`src/rtl/coin_bank.sv`:
```
// coin_bank: coin-slot credit accumulator with ceiling reject, vend handshake and refund.
// Build option: define COIN_BANK_DEBOUNCE_EN to debounce every coin channel.
module coin_bank #(
  parameter int                             NUM_COINS       = 4,
  parameter int                             TOTAL_W         = 8,
  parameter logic [NUM_COINS*TOTAL_W-1:0]   COIN_VALUES     = {8'd100, 8'd25, 8'd10, 8'd5},
  parameter int                             MAX_CREDIT      = 200,
  parameter int                             DEBOUNCE_CYCLES = 4
) (
  input  logic                 clk,
  input  logic                 reset,
  input  logic [NUM_COINS-1:0] coin_in,
  input  logic                 vend_valid,
  input  logic [TOTAL_W-1:0]   vend_price,
  input  logic                 refund,
  output logic [TOTAL_W-1:0]   credit,
  output logic [NUM_COINS-1:0] coin_reject,
  output logic                 vend_ack,
  output logic                 vend_ok,
  output logic                 change_valid,
  output logic [TOTAL_W-1:0]   change_amount
);

  localparam logic [TOTAL_W:0] MAX_CREDIT_W = (TOTAL_W+1)'(MAX_CREDIT);

  // An unusable parameter set is made visible in the hierarchy by this marker block.
  if (DEBOUNCE_CYCLES < 1 || MAX_CREDIT > (2**TOTAL_W) - 1) begin : g_invalid_parameters
  end

  logic [NUM_COINS-1:0] s0_q, s0_d;
  logic [NUM_COINS-1:0] s1_q, s1_d;
  logic [NUM_COINS-1:0] armed_q, armed_d;
  logic                 valid_q;
  logic [NUM_COINS-1:0] level;
  logic [NUM_COINS-1:0] pulse;

  logic [TOTAL_W-1:0]   credit_q, credit_d;
  logic [TOTAL_W-1:0]   change_q, change_d;
  logic [NUM_COINS-1:0] reject_q, reject_d;
  logic                 ack_q, ack_d;
  logic                 ok_q, ok_d;
  logic                 cv_q, cv_d;
  logic [TOTAL_W:0]     run_credit;

  // Per-channel qualified level: raw sync stage or debounced version of it.
  for (genvar gi = 0; gi < NUM_COINS; gi++) begin : g_chan
`ifdef COIN_BANK_DEBOUNCE_EN
    localparam int              DB     = (DEBOUNCE_CYCLES < 1) ? 1 : DEBOUNCE_CYCLES;
    localparam int              CNT_W  = (DB > 1) ? $clog2(DB) : 1;
    localparam logic [CNT_W-1:0] CNT_MAX = CNT_W'(DB - 1);

    logic [CNT_W-1:0] cnt_q, cnt_d;

    // cnt_q counts earlier consecutive high samples; the current high sample completes the run.
    always_comb begin
      cnt_d = cnt_q;
      if (!s0_q[gi]) begin
        cnt_d = '0;
      end else if (cnt_q != CNT_MAX) begin
        cnt_d = cnt_q + CNT_W'(1);
      end
    end

    always_ff @(posedge clk or posedge reset) begin
      if (reset) begin
        cnt_q <= '0;
      end else begin
        cnt_q <= cnt_d;
      end
    end

    assign level[gi] = s0_q[gi] && (cnt_q == CNT_MAX);
`else
    assign level[gi] = s0_q[gi];
`endif
  end

  // A channel only fires after its input has been seen low since reset, so a coin
  // held through reset never credits.
  always_comb begin
    s0_d    = coin_in;
    s1_d    = level;
    armed_d = armed_q | ({NUM_COINS{valid_q}} & ~s0_q);
  end

  assign pulse = level & ~s1_q & armed_q;

  always_comb begin
    credit_d   = credit_q;
    change_d   = change_q;
    reject_d   = '0;
    ack_d      = 1'b0;
    ok_d       = 1'b0;
    cv_d       = 1'b0;
    run_credit = {1'b0, credit_q};
    if (refund) begin
      change_d = credit_q;
      cv_d     = 1'b1;
      credit_d = '0;
      reject_d = pulse;
    end else begin
      if (vend_valid && !ack_q) begin
        ack_d = 1'b1;
        if (run_credit >= {1'b0, vend_price}) begin
          run_credit = run_credit - {1'b0, vend_price};
          ok_d       = 1'b1;
        end
      end
      // Lower channel indices claim remaining headroom first.
      for (int i = 0; i < NUM_COINS; i++) begin
        if (pulse[i]) begin
          if (run_credit + {1'b0, COIN_VALUES[i*TOTAL_W +: TOTAL_W]} <= MAX_CREDIT_W) begin
            run_credit = run_credit + {1'b0, COIN_VALUES[i*TOTAL_W +: TOTAL_W]};
          end else begin
            reject_d[i] = 1'b1;
          end
        end
      end
      credit_d = run_credit[TOTAL_W-1:0];
    end
  end

  always_ff @(posedge clk or posedge reset) begin
    if (reset) begin
      s0_q     <= '0;
      s1_q     <= '0;
      armed_q  <= '0;
      valid_q  <= 1'b0;
      credit_q <= '0;
      change_q <= '0;
      reject_q <= '0;
      ack_q    <= 1'b0;
      ok_q     <= 1'b0;
      cv_q     <= 1'b0;
    end else begin
      s0_q     <= s0_d;
      s1_q     <= s1_d;
      armed_q  <= armed_d;
      valid_q  <= 1'b1;
      credit_q <= credit_d;
      change_q <= change_d;
      reject_q <= reject_d;
      ack_q    <= ack_d;
      ok_q     <= ok_d;
      cv_q     <= cv_d;
    end
  end

  assign credit        = credit_q;
  assign coin_reject   = reject_q;
  assign vend_ack      = ack_q;
  assign vend_ok       = ok_q;
  assign change_valid  = cv_q;
  assign change_amount = change_q;

endmodule

```
`config.mk`:
```
export PLATFORM = sky130hd
export DESIGN_NAME = coin_bank
export DESIGN_NICKNAME = d
export VERILOG_FILES = /design/src/rtl/coin_bank.sv
export SDC_FILE = /design/constraint.sdc
export NUM_CORES = 1
export LEC_CHECK = 0
export ABC_CLOCK_PERIOD_IN_PS = 11240
export CORE_MARGIN = 4
export CORE_UTILIZATION = 36
export DETAILED_ROUTE_END_ITERATION = 16
export HOLD_SLACK_MARGIN = 0.06
export PLACE_DENSITY = 0.6
export SYNTH_ARGS = -nofsm -noshare
export SYNTH_HDL_FRONTEND = slang
export SYNTH_SLANG_ARGS = --single-unit
```
`constraint.sdc`:
```
create_clock -name clk -period 11.24 [get_ports clk]
set_input_delay 3.372 -clock clk [delete_from_list [all_inputs] [get_ports clk]]
set_output_delay 3.372 -clock clk [all_outputs]
set_load 0.01 [all_outputs]
```
# After elaboration in Yosys (flattened, before gate mapping)
# Index checks and enable logic that the tools add are counted.
[op_classes]
n_addsub = 5
magnitude_cmp = 5
mux = 30
bitwise = 6
n_reduce_logical = 2
[op_table]
columns = ["op", "count"]
rows = [
  ["2-to-1 mux 9 bit", 12],
  ["<= comparator 9 x 8 -> 1 bit, second input constant", 4],
  ["2-to-1 mux 8 bit", 3],
  ["2-to-1 mux 1 bit", 14],
  ["bitwise AND 4 bit", 3],
  ["adder 9 x 3 -> 9 bit, second input constant", 1],
  ["adder 9 x 4 -> 9 bit, second input constant", 1],
  ["adder 9 x 5 -> 9 bit, second input constant", 1],
  ["adder 9 x 7 -> 9 bit, second input constant", 1],
  ["subtractor 8 x 8 -> 9 bit", 1],
  ["greater-or-equal comparator 8 bit", 1],
  ["NOT 4 bit", 2],
  ["2-to-1 mux 4 bit", 1],
  ["OR 4 bit", 1],
  ["logical AND 1 bit", 1],
  ["zero test 1 bit", 1],
]
[totals]
ff_bits = 36
input_bits = 16
out_inout_bits = 23
word_cells = 58

# Depth between registers and ports, before layout
[logic_depth]
ltp_word = 24
ltp_mapped = 47
depth_no_buf = 44

# Worst setup path after synthesis
# Ideal clock, no wire load.
[synth_path]
kind = "input-to-reg"
startpoint = "in vend_price[6]"
endpoint = "reg credit_q[5] (netlist: credit[5])"
setup_ns = 0.127
arrival_ns = 12.671
required_ns = 11.113
path_slack_ns = -1.558
path_stages = 44
n_path_buf = 3
cell_sequence = "inv_1 -> ha_1 -> a21o_1 -> a21oi_2 -> o211a_1 -> nor2_2 -> buf_4 -> mux2i_1 -> inv_1 -> ha_1 -> or4_4 -> and2_4 -> or4_4 -> o211a_2 -> o21ai_4 -> nor2_1 -> xor2_1 -> ha_1 -> (+8 left out) -> ha_1 -> clkbuf_1 -> nand3_1 -> mux2i_1 -> mux2i_1 -> a221oi_2 -> a211o_4 -> and2_1 -> nand2_1 -> xnor2_1 -> ha_1 -> nor3b_1 -> and3_1 -> o31ai_1 -> a21o_1 -> a31o_4 -> or4_1 -> mux2_1"
[synth_via]
elab_chain_cells = 24
elab_cells_between_ends = 25
classes_between = "add/sub (5); order compare (5); mux (15)"
[synth_rtl]
columns = ["item", "line", "rtl"]
rows = [
  ["start, declared", "14", "input logic [TOTAL_W-1:0] vend_price,"],
  ["subtractor 8 x 8 -> 9 bit or greater-or-equal comparator 8 bit (tied branches)", "105, 104", ""],
  ["2-to-1 mux 9 bit (*)", "104", "if (run_credit >= {1'b0, vend_price}) begin"],
  ["2-to-1 mux 9 bit (*)", "102", "if (vend_valid && !ack_q) begin"],
  ["2-to-1 mux 9 bit (*)", "96", "if (refund) begin"],
  ["adder 9 x 3 -> 9 bit", "112, 113", ""],
  ["<= comparator 9 x 8 -> 1 bit", "112", "if (run_credit + {1'b0, COIN_VALUES[i*TOTAL_W +: TOTAL_W]} <= MAX_CREDIT_W) begin"],
  ["2-to-1 mux 9 bit", "112", ""],
  ["2-to-1 mux 9 bit (*)", "111", "if (pulse[i]) begin"],
  ["(+9 left out)", "-", ""],
  ["2-to-1 mux 9 bit (*)", "111", ""],
  ["2-to-1 mux 9 bit (*)", "96", ""],
  ["adder 9 x 7 -> 9 bit", "113", "run_credit = run_credit + {1'b0, COIN_VALUES[i*TOTAL_W +: TOTAL_W]};"],
  ["<= comparator 9 x 8 -> 1 bit", "112", ""],
  ["2-to-1 mux 8 bit", "112", ""],
  ["2-to-1 mux 8 bit (*)", "111", ""],
  ["2-to-1 mux 8 bit (*)", "96", ""],
  ["named net credit_d[5]", "37", "logic [TOTAL_W-1:0] credit_q, credit_d;"],
  ["end signal, assigned", "140", "credit_q <= credit_d;"],
  ["end, declared", "37", ""],
]
# Mark *: on every way through the listed nets, which the timed path passes. The rest lies on a longest branch. The select of a mux whose other input is x is not followed.
# A chain may end at the register's enable or synchronous reset.

# Worst setup path in the final report
[layout_path]
startpoint = "in vend_price[7]"
endpoint = "reg credit_q[5] (netlist: credit[5])"
# The elaborated chain is that of the path after synthesis.

==> impl_metrics.json <==
{
  "cp_top_family": "simple AND/OR/NAND/NOR gates",
  "syn-num-nets": 485,
  "crit_path_frequent_cell": "ha_4",
  "final_nets": 696,
  "area_delta_synth_final_pct": 60.3,
  "yosys-top-cells-area": "dfrtp_1 (23%), xnor2_1 (5.4%), ha_1 (4.8%)",
  "cp-start-kind": "input port",
  "gr-usage-all-layers": 0.207,
  "grt_pass1_wl_microns": 21800,
  "cp.required_ps": 11410,
  "finalClockSkew_ps": 4.76,
  "hp-class": "flop to flop",
  "seq_area_frac_synth": 0.231,
  "cp_num_buf_inv": 3,
  "path_max_fanout": 5,
  "root_buffer": "clkbuf_8",
  "synth_area_per_cell_sq_um": 8.61,
  "tightest_slew_ps": 789,
  "io_buffers": 38,
  "die_y_microns": 112,
  "syn_area_sq_um": 3900,
  "cts_tree": "yes",
  "cts_htree_levels": 2,
  "ys.flop_type": "dfrtp_1",
  "fmax_ghz": 0.0895,
  "synthArstFlopShare": 1.00,
  "drv_slew": 0,
  "clkSlewWorstSetupHoldPaths_ps": 70,
  "slowest_delay_ps": 430,
  "drt-wirelength-per-cell_microns": 16.5,
  "pre_cts_slack_ps": -711,
  "vias": 4340,
  "cp.arrival_ps": 11340,
  "dr.first_iter.drc_count": 193,
  "powerDensity_nw_per_um2": 312,
  "synth_edf_count": 0,
  "drive_gt1_frac": 0.454,
  "p_leak_nw": 2.74,
  "ir_worst_vdd_v": 0.000188,
  "end_kind": "flop",
  "grt_antenna_before_repair": 0,
  "synthCells": 453,
  "design.core.area_sq_um": 10400,
  "final.setup.tns_ps": 0,
  "wl_microns": 13300,
  "start_util": 0.374,
  "die_area_sq_um": 12600,
  "drv_cap": 0,
  "netlist.area_leader.share": 0.231,
  "place_hpwl_microns": 10300,
  "drc": 0,
  "clkLatencyLatePin_ps": 290,
  "dpl.cell_count": 767,
  "cts_hold_buf": 0,
  "numCtsBuffers": 5,
  "status": "finished, final reports clean",
  "min_period_over_period": 0.994,
  "fin_cells": 801,
  "gp_congestion": 0.942,
  "finalHoldViolations": 0,
  "ioPinCount": 39,
  "whs_ps": 403,
  "grt_max_degree": 37,
  "num_rows": 37,
  "rsz0062_at_grt": "true",
  "drtAntennaViolNets": 0,
  "worst_slack_ps": 70.6,
  "fp.dieW_microns": 112,
  "ys_ff_latch": 36,
  "max-slew-margin-rel": 0.470,
  "clk_path_buf_depth": 2,
  "total_power_w": 0.00195,
  "setup_viol": 0,
  "gr-total-overflow": 0,
  "drtPass1Iterations": 4,
  "antenna_cells": 0,
  "first_global_vias": 4559,
  "yosysWarningCount": 0,
  "synth_cell_types": 90,
  "crit_type": "input port to flop",
  "finalCriticalPeriod_ps": 11170,
  "synth_area_leader_cell": "dfrtp_1",
  "cpMaxStageDelayCell": "or4_4",
  "cts.sinks": 36,
  "via_per_inst": 5.42
}
## where the power goes
| group | switching [W] | internal (W) | total, W |
|---|---|---|---|
| combinational | 0.000803 | 0.000841 | 0.00164 |
| clock | 0.0000436 | 0.0000658 | 0.000109 |
| sequential | 0.0000428 | 0.000156 | 0.000199 |
## cell families after synthesis
logic type / synth area share
xor gates and xnor gates: 0.0799
other: 0.000962
buffers and inverters: 0.0375
muxes: 0.0793
adders and majority gates: 0.0533
AOI/OAI and AO/OA: 0.293
DFF: 0.231
and+or+nand+nor: 0.225
## stage by stage
stage                util  instance area, sq um
finish              0.600                  6250
detailed placement  0.548                  5710
CTS                 0.578                  6020
global placement    0.548                  5710
global route        0.600                  6250
floorplan               -                  4100
## layout by cell type, fill, tap and decap left out, types with 7 or more instances in the layout
cell,n
a21o_1,13
a21oi_1,23
a31oi_1,12
buf_4,173
clkdlybuf4s50_1,30
dfrtp_1,36
ha_4,11
inv_1,14
inv_2,9
mux2_2,9
mux2i_1,9
nand2_1,32
nand3_1,10
nand3b_1,7
nor2_1,28
nor2b_1,9
nor3_1,15
o211ai_1,11
o21ai_0,13
xnor2_1,19
## Yosys cell counts (all sizes together), types with 2 or more instances
| library cell | number |
|---|---|
| dfrtp | 36 |
| nand2 | 36 |
| nor2 | 31 |
| a21oi | 28 |
| xnor2 | 26 |
| inv | 24 |
| o21ai | 19 |
| nor3 | 17 |
| ha | 15 |
| a31oi | 14 |
| mux2 | 14 |
| nand3 | 14 |
| a21o | 13 |
| o211ai | 13 |
| mux2i | 12 |
| a211oi | 10 |
| nor2b | 9 |
| nand3b | 7 |
| xor2 | 7 |
| and2 | 6 |
| clkbuf | 6 |
| and3 | 5 |
| buf | 5 |
| nand2b | 5 |
| nand4 | 5 |
| o211a | 5 |
| or2 | 5 |
| or3 | 5 |
| a211o | 4 |
| o21a | 4 |
| o21bai | 4 |
| o31ai | 4 |
| a2111oi | 3 |
| a21boi | 3 |
| nor4 | 3 |
| o31a | 3 |
| or4 | 3 |
| a22oi | 2 |
| a31o | 2 |
| and4 | 2 |
| nor3b | 2 |
| o2111ai | 2 |
| o22ai | 2 |
## per-layer routing
layer | global-route usage | wire length [microns] | vias to the layer above | share of wire
li1 | - | - | 2109 | -
met1 | 0.252 | 5720 | 2091 | 0.43
met2 | 0.378 | 6720 | 106 | 0.51
met3 | 0.0226 | 486 | 34 | 0.037
met4 | 0.0713 | 329 | 0 | 0.025
met5 | 0 | 0 | - | 0
## final cells by class
type | instances | area [sq um]
clock buffer | 6 | 72.6
clock inverter | 2 | 35.0
fill | 874 | 4170
inverter | 24 | 97.6
multi-input combinational | 382 | 3270
sequential | 36 | 901
tap | 136 | 170
timing repair buffer | 215 | 1700
## final timing paths
| check | from | to | slack [ps] | cells past startpoint |
|---|---|---|---|---|
| worst min register to register | level[0] | s1_q[0] | 400 | 0 |
| worst max register to register | credit[0] | credit[5] | 2630 | 39 |
| max in group asynchronous | reset | level[0] | 7440 | 3 |
| min in group asynchronous | reset | armed_q[2] | 3490 | 3 |
| worst max-delay path | vend_price[7] | credit[5] | 70 | 41 |
| worst min-delay path | level[0] | s1_q[0] | 400 | 0 |
## flip-flops by register name, indices dropped and copies added (netlist names)
register and cells:
change_amount 8, coin_reject 4, change_valid 1, s1_q 4, level 4, valid_q 1, vend_ack 1, vend_ok 1
credit 8, armed_q 4
## repair_timing
action / 4_1_cts / 5_1_grt
pin swaps: 46 / 32
setup buffers: 14 / 13
endpoints found under the hold margin: 0 / 0
gates resized for setup: 52 / 24
setup endpoints to repair: 7 / 7
(Power assumes the default switching activity.)
